===== config.mk =====
export PLATFORM = sky130hd
export DESIGN_NAME = ctrl_mem_read
export DESIGN_NICKNAME = d
export VERILOG_FILES = /design/src/rtl/ctrl_mem_read.sv
export SDC_FILE = /design/constraint.sdc
export NUM_CORES = 1
export LEC_CHECK = 0
export CAP_MARGIN = 20
export CORE_MARGIN = 4
export CORE_UTILIZATION = 52
export DETAILED_ROUTE_END_ITERATION = 12
export DONT_BUFFER_PORTS = 1
export GPL_TIMING_DRIVEN = 0
export PLACE_DENSITY_LB_ADDON = 0.1
export SLEW_MARGIN = 20
export SYNTH_ARGS = -nofsm -noshare
export SYNTH_HDL_FRONTEND = slang
export SYNTH_SLANG_ARGS = --single-unit

===== constraint.sdc =====
create_clock -name clk -period 2.7 [get_ports clk]
set_input_delay 0.405 -clock clk [delete_from_list [all_inputs] [get_ports clk]]
set_output_delay 0.405 -clock clk [all_outputs]
set_load 0.03 [all_outputs]

===== src/rtl/ctrl_mem_read.sv =====
// Block read controller: streams rd_len words from a synchronous-read memory
// onto a valid/ready master port through a 2-entry output buffer.
module ctrl_mem_read #(
  parameter int MEM_ADDR_WIDTH = 3,
  parameter int MEM_SIZE       = 8,
  parameter int DATA_WIDTH     = 16
) (
  input  logic                      clk,
  input  logic                      reset,
  input  logic                      start,
  input  logic [MEM_ADDR_WIDTH-1:0] start_addr,
  input  logic [MEM_ADDR_WIDTH:0]   rd_len,
  output logic [MEM_ADDR_WIDTH-1:0] mem_addr,
  output logic                      mem_rd_en,
  input  logic [DATA_WIDTH-1:0]     mem_rd_data,
  output logic [DATA_WIDTH-1:0]     m_data,
  output logic                      m_valid,
  input  logic                      m_ready,
  output logic                      m_last,
  output logic                      busy,
  output logic                      done
);

  typedef enum logic [1:0] {S_IDLE, S_STREAM, S_DONE} state_t;

  localparam logic [MEM_ADDR_WIDTH:0]   LEN_ONE  = 1;
  localparam logic [MEM_ADDR_WIDTH-1:0] ADDR_TOP = MEM_ADDR_WIDTH'(MEM_SIZE - 1);

  state_t                    r_state, w_state_nxt;
  logic [MEM_ADDR_WIDTH-1:0] r_addr;
  logic [MEM_ADDR_WIDTH:0]   r_len, r_issued, r_sent;
  logic                      r_inflight;
  logic [DATA_WIDTH-1:0]     r_head, r_skid;
  logic                      r_head_v, r_skid_v;

  logic       w_pop, w_push, w_last_word, w_rd_en;
  logic [1:0] w_occ, w_used;

  assign w_pop       = r_head_v & m_ready;
  assign w_push      = r_inflight;
  assign w_last_word = (r_sent == r_len - LEN_ONE);
  assign w_occ       = {1'b0, r_head_v} + {1'b0, r_skid_v};
  // Credit counts the slot freed by this cycle's pop so back-to-back reads
  // keep flowing at one word per cycle; buffer still never exceeds 2 words.
  assign w_used      = w_occ + {1'b0, r_inflight} - {1'b0, w_pop};
  assign w_rd_en     = (r_state == S_STREAM) && (r_issued < r_len) && (w_used < 2'd2);

  always_ff @(posedge clk) begin
    if (reset) r_state <= S_IDLE;
    else       r_state <= w_state_nxt;
  end

  always_comb begin
    w_state_nxt = r_state;
    mem_rd_en   = w_rd_en;
    mem_addr    = r_addr;
    m_valid     = r_head_v;
    m_data      = r_head;
    m_last      = r_head_v && w_last_word;
    busy        = (r_state != S_IDLE);
    done        = (r_state == S_DONE);
    case (r_state)
      S_IDLE:   if (start) w_state_nxt = (rd_len != '0) ? S_STREAM : S_DONE;
      S_STREAM: if (w_pop && w_last_word) w_state_nxt = S_DONE;
      S_DONE:   w_state_nxt = S_IDLE;
      default:  w_state_nxt = S_IDLE;
    endcase
  end

  always_ff @(posedge clk) begin
    if (reset) begin
      r_addr     <= '0;
      r_len      <= '0;
      r_issued   <= '0;
      r_sent     <= '0;
      r_inflight <= 1'b0;
    end else begin
      r_inflight <= w_rd_en;
      if (r_state == S_IDLE && start) begin
        r_addr   <= start_addr;
        r_len    <= rd_len;
        r_issued <= '0;
        r_sent   <= '0;
      end else begin
        if (w_rd_en) begin
          r_addr   <= (r_addr == ADDR_TOP) ? '0 : r_addr + 1'b1;
          r_issued <= r_issued + LEN_ONE;
        end
        if (w_pop) r_sent <= r_sent + LEN_ONE;
      end
    end
  end

  // Head feeds the port; skid only fills when head is occupied and not draining.
  always_ff @(posedge clk) begin
    if (reset) begin
      r_head   <= '0;
      r_skid   <= '0;
      r_head_v <= 1'b0;
      r_skid_v <= 1'b0;
    end else begin
      case ({w_push, w_pop})
        2'b10: begin
          if (!r_head_v) begin
            r_head   <= mem_rd_data;
            r_head_v <= 1'b1;
          end else begin
            r_skid   <= mem_rd_data;
            r_skid_v <= 1'b1;
          end
        end
        2'b01: begin
          if (r_skid_v) begin
            r_head   <= r_skid;
            r_skid_v <= 1'b0;
          end else begin
            r_head_v <= 1'b0;
          end
        end
        2'b11: begin
          if (r_skid_v) begin
            r_head <= r_skid;
            r_skid <= mem_rd_data;
          end else begin
            r_head <= mem_rd_data;
          end
        end
        default: ;
      endcase
    end
  end

endmodule


# After elaboration in Yosys (flattened, before gate mapping)
# Cells that the tools add are included.
[totals]
ff_bits = 52
in_bits = 27
out_inout_bits = 24
elab_cells = 70
[classes]
addsub = 7
n_lt_le_gt_ge = 2
eq_ne = 14
n_mux = 18
bitwise_logic = 1
n_reduce_logical = 18
[ops]
columns = ["operator", "count"]
rows = [
  ["16-bit two-way mux", 5],
  ["16-bit one-hot mux with 3 select lines", 1],
  ["16-bit one-hot mux with 2 select lines", 1],
  ["2-bit != test (second input constant)", 6],
  ["3-bit two-way mux", 3],
  ["4-bit by 1-bit adder with 4-bit output (second input constant)", 2],
  ["2-bit nonzero test", 4],
  ["2-bit == test (second input constant)", 3],
  ["2-bit two-way mux", 3],
  ["2-bit AND reduction", 3],
  ["3-bit AND reduction", 2],
  ["1-bit logical AND", 5],
  ["2-bit by 1-bit == test with 1-bit output (second input constant)", 2],
  ["4-bit == test", 1],
  ["4-bit < comparator", 1],
  ["1-bit one-hot mux with 2 select lines", 2],
  ["2-bit one-hot mux with 2 select lines", 1],
  ["4-bit nonzero test", 1],
  ["4-bit by 1-bit subtractor with 4-bit output (second input constant)", 1],
  ["3-bit by 1-bit adder with 3-bit output (second input constant)", 1],
  ["3-bit == test (second input constant)", 1],
  ["3-bit nonzero test", 1],
  ["1-bit by 1-bit adder with 2-bit output", 1],
  ["2-bit by 1-bit adder with 2-bit output", 1],
  ["other kinds (7)", 8],
]

# Longest topological paths before layout
[logic_depth]
word_depth = 7
ltp_mapped = 9

# Worst setup path before layout
# Ideal clock, no wire load.
[synth_timing]
kind = "register -> output"
startpoint = "register r_head_v, in the netlist m_valid"
endpoint = "output port mem_rd_en"
arrival_time_ps = 2096
required_ps = 2295
path_slack_ps = 199
path_stages_with_launch = 9
n_path_buf = 1
path_cell_list = "dfxtp_1 > nand2_1 > ha_1 > ha_1 > nand2_1 > mux2i_1 > o2111ai_1 > buf_6 > inv_1"
[synth_via]
elab_chain_len = 5
word_cells_on_any_way = 6
classes_between = "add/sub: 3; order compare: 1; bitwise: 1; reduce/logical: 1"
[synth_rtl]
columns = ["item", "line", "text"]
rows = [
  ["start: declaration", "34", "logic r_head_v, r_skid_v;"],
  ["start signal: assignment", "99", "r_head_v <= 1'b0;"],
  ["start signal: assignment", "106", "r_head_v <= 1'b1;"],
  ["start signal: assignment", "117", "r_head_v <= 1'b0;"],
  ["1-bit by 1-bit adder with 2-bit output", "42", "assign w_occ = {1'b0, r_head_v} + {1'b0, r_skid_v};"],
  ["2-bit by 1-bit adder with 2-bit output", "45", "assign w_used = w_occ + {1'b0, r_inflight} - {1'b0, w_pop};"],
  ["2-bit by 1-bit subtractor with 2-bit output (*)", "45", ""],
  ["2-bit < comparator (*)", "46", "assign w_rd_en = (r_state == S_STREAM) && (r_issued < r_len) && (w_used < 2'd2);"],
  ["1-bit logical AND (*)", "46", ""],
  ["end: declaration", "14", "output logic mem_rd_en,"],
]
# Mark *: on every way between the ends. The rest lies on a longest branch, timed or not.

# Final worst setup path
[layout_timing]
startpoint = "register r_inflight"
endpoint = "output port mem_rd_en"
[layout_via]
elab_chain_len = 4
[layout_rtl]
columns = ["item", "line", "text"]
rows = [
  ["start: declaration", "32", "logic r_inflight;"],
  ["start signal: assignment", "78", "r_inflight <= w_rd_en;"],
  ["2-bit by 1-bit adder with 2-bit output", "45", ""],
  ["2-bit by 1-bit subtractor with 2-bit output", "45", ""],
  ["2-bit < comparator", "46", ""],
  ["1-bit logical AND", "46", ""],
]
# No other way between the ends.

==> reports/metrics.yaml <==
seq_area_frac_synth: 0.441
hold_viol_final: 0
grt_start_max_net_pins: 18
place.gp.congestion: 0.836
io_pins: 51
syn_to_final_growth_pct: 9.69
syn_avg_cell_area_sq_um: 9.09
irDropWorstVdd_mv: 0.528
num-nets-final: 309
critPathTopFamily: "adder cells"
hold_class: "in -> reg"
endpoint_kind: "primary output"
drive_above_1_share: 0.0741
rows: 24
final.period_utilization: 0.944
fin_skew_ns: 0.00378
htree_num_levels: 2
cts_buffer_depth: 2
leakagePower_nw: 0.956
die-area_sq_mm: 0.00569
first_global_vias: 1825
cts_tree: "done"
hpwl_microns: 3890
timing.fmax_mhz: 392
clk_latency_ns: 0.31
dr.first_iter.drc_count: 48
synth_warnings: 0
die_w_microns: 75.4
worst-path-buf-inv: 3
clock_sinks: 52
synth_top_family_by_area: "compound AO/OA/AOI/OAI gates"
drc: 0
grt_usage: 0.201
start_util: 0.539
cts.clk_slew.worst_paths_ns: 0.10
cts_made_buffers: 5
drt_wl_total_microns: 5330
synthCells: 260
cap_viol_max_count: 0
fillCellCount: 413
ant_nets: 0
tightest_slew_ns: 0.569
multi_input_area_sq_mm: 0.00124
rsz0062_at_grt: "false"
coreArea_sq_mm: 0.00438
cp.required_ns: 2.30
grt_overflow_total: 0
synth_fa_ha_area_frac: 0.0689
p_per_area_mw_per_mm2: 668
status: "complete, no violations"
max_stage_delay_ns: 0.41
synth_seq_cells: 52
yosys.area_share.xor_xnor: 0.0371
synth_fp_nets: 300
synth_compound_area_frac: 0.172
slowest_stage: "dfxtp_1"
grt_pass1_wl_microns: 8530
fin_setup_tns_ns: 0
antenna_found_initial: 0
die_y_microns: 75.4
ff_latch_area_sq_mm: 0.00104
muxShareOfSynthArea: 0.0847
cts-root-buf: "clkbuf_8"
cp_cell_sequence: "inv_1 > ha_4 > ha_1 > nand2_1 > mux2i_1 > o2111ai_2 > buf_6 > clkinvlp_4"
setup_slack_ns: 0.150
finalSetupViolCount: 0
drv_slew: 0
viasPerCell: 5.76
pre_cts_slack_ns: -0.113
vias: 1854
whs_ns: 0.230
ys_types: 34
synthSimpleGateAreaFrac: 0.151
period_needed_ns: 2.55
critical_path_arrival_ns: 2.14
path_class: "reg -> out"
diodes: 0
critPathLaunchType: "flip-flop"
firstDrtPassIters: 4
wl_per_cell_microns: 16.5
critPathMaxFanout: 4
relSlewSlack: 0.620
final_core_util: 0.591
synth_area_sq_mm: 0.00236
port_buffers: 0
[final timing paths]
check / startpoint / to / slack, ns / cells after the start
setup / recovery: r_inflight / mem_rd_en / 0.15 / 8
setup reg to reg: r_inflight / r_issued[2] / 0.30 / 10
hold / removal: rd_len[0] / r_len[0] / 0.23 / 2
hold reg to reg: r_len[3] / r_len[3] / 0.50 / 2
[report_power, final]
| group | leakage (nW) | total, W | internal (W) | switching [W] |
|---|---|---|---|---|
| Clock | 0.0548 | 0.000548 | 0.000279 | 0.000268 |
| Combinational | 0.478 | 0.000256 | 0.000107 | 0.000149 |
| Sequential | 0.423 | 0.000927 | 0.000820 | 0.000107 |
[routing by layer]
layer | vias up | track usage | part of all wire
met2 | 38 | 0.354 | 0.51
met4 | 0 | 0.0641 | 0.014
met5 | - | 0 | 0
li1 | 936 | - | -
met1 | 872 | 0.228 | 0.41
met3 | 8 | 0.0686 | 0.063
[synthesized netlist by cell type]
master	number	share of area
o21ai_0	5	0.011
nor2_1	43	0.068
a211oi_1	18	0.057
nor2b_1	2	0.0053
nand3_1	2	0.0042
xor2_1	4	0.015
nor3b_1	2	0.0064
a21o_1	1	0.0032
a2111oi_2	1	0.0064
dfxtp_1	52	0.44
a211oi_2	1	0.0053
inv_1	10	0.016
nand2_1	20	0.032
a21oi_1	10	0.021
buf_6	1	0.0048
or3_1	3	0.0079
nand2b_1	4	0.011
and3_1	1	0.0026
nor4_1	1	0.0026
ha_1	13	0.069
buf_4	1	0.0032
nand4_1	1	0.0026
buf_1	1	0.0016
o21a_1	1	0.0032
xnor2_1	6	0.022
and2_1	1	0.0026
nor3_1	3	0.0064
a22oi_1	16	0.051
clkbuf_1	11	0.017
mux2i_1	20	0.085
a311oi_1	2	0.0074
a21boi_0	1	0.0032
buf_2	1	0.0021
o2111ai_1	1	0.0037
[cells in the final DEF (no fill, tap or decap), types with 3 or more instances in the layout]
master / synthesis / routed
clkbuf_8: 0 / 5
inv_1: 10 / 9
nor3_1: 3 / 3
mux2i_1: 20 / 20
nor2_1: 43 / 43
ha_1: 13 / 12
dfxtp_1: 52 / 51
a211oi_1: 18 / 18
nand2_1: 20 / 19
buf_4: 1 / 3
xor2_1: 4 / 4
a22oi_1: 16 / 16
a21oi_1: 10 / 10
o21ai_0: 5 / 5
clkbuf_1: 11 / 11
or3_1: 3 / 3
xnor2_1: 6 / 6
nand2b_1: 4 / 4
[registers in the layout (all words and copies together), names as in the netlist]
signal	cells
m_data	16
r_skid	16
r_issued	4
r_len	4
r_sent	4
mem_addr	3
r_state	2
m_valid	1
r_inflight	1
r_skid_v	1
[kinds of logic (layout without fill, tap and decap cells)]
logic type	after synthesis	in the layout
AO/OA/AOI/OAI	57	57
XOR/XNOR	10	10
adder cells (fa/ha/maj)	13	13
buffers and inverters	25	35
flip-flops	52	52
multiplexers	20	20
AND/OR/NAND/NOR	83	83
[metrics by stage]
stage	cell area, sq um	power, W	cells
6_report	2590	0.00173	322
5_1_grt	2590	0.00182	322
4_1_cts	2580	0.00175	321
3_5_place_dp	2430	0.00119	312
3_3_place_gp	2430	0.00119	312
2_1_floorplan	2360	0.00114	260
[area by class of cell]
class	count	share of cell area
Buffer	15	0.0266
Clock buffer	5	0.0266
Clock inverter	3	0.0179
Inverter	10	0.0159
Multi-Input combinational cell	183	0.479
Sequential cell	52	0.403
Tap cell	52	0.0251
Timing Repair Buffer	2	0.00579
[what timing repair did]
action | 4_1_cts | 5_1_grt
hold buffers | 0 | 0
hold endpoints to repair | 0 | 0
gates resized for setup | 6 | 1
endpoints found under the setup margin | 3 | 1
buffers inserted | 1 | 1
pin swaps | 1 | 2
No activity file was read; power rests on OpenSTA's default activity.
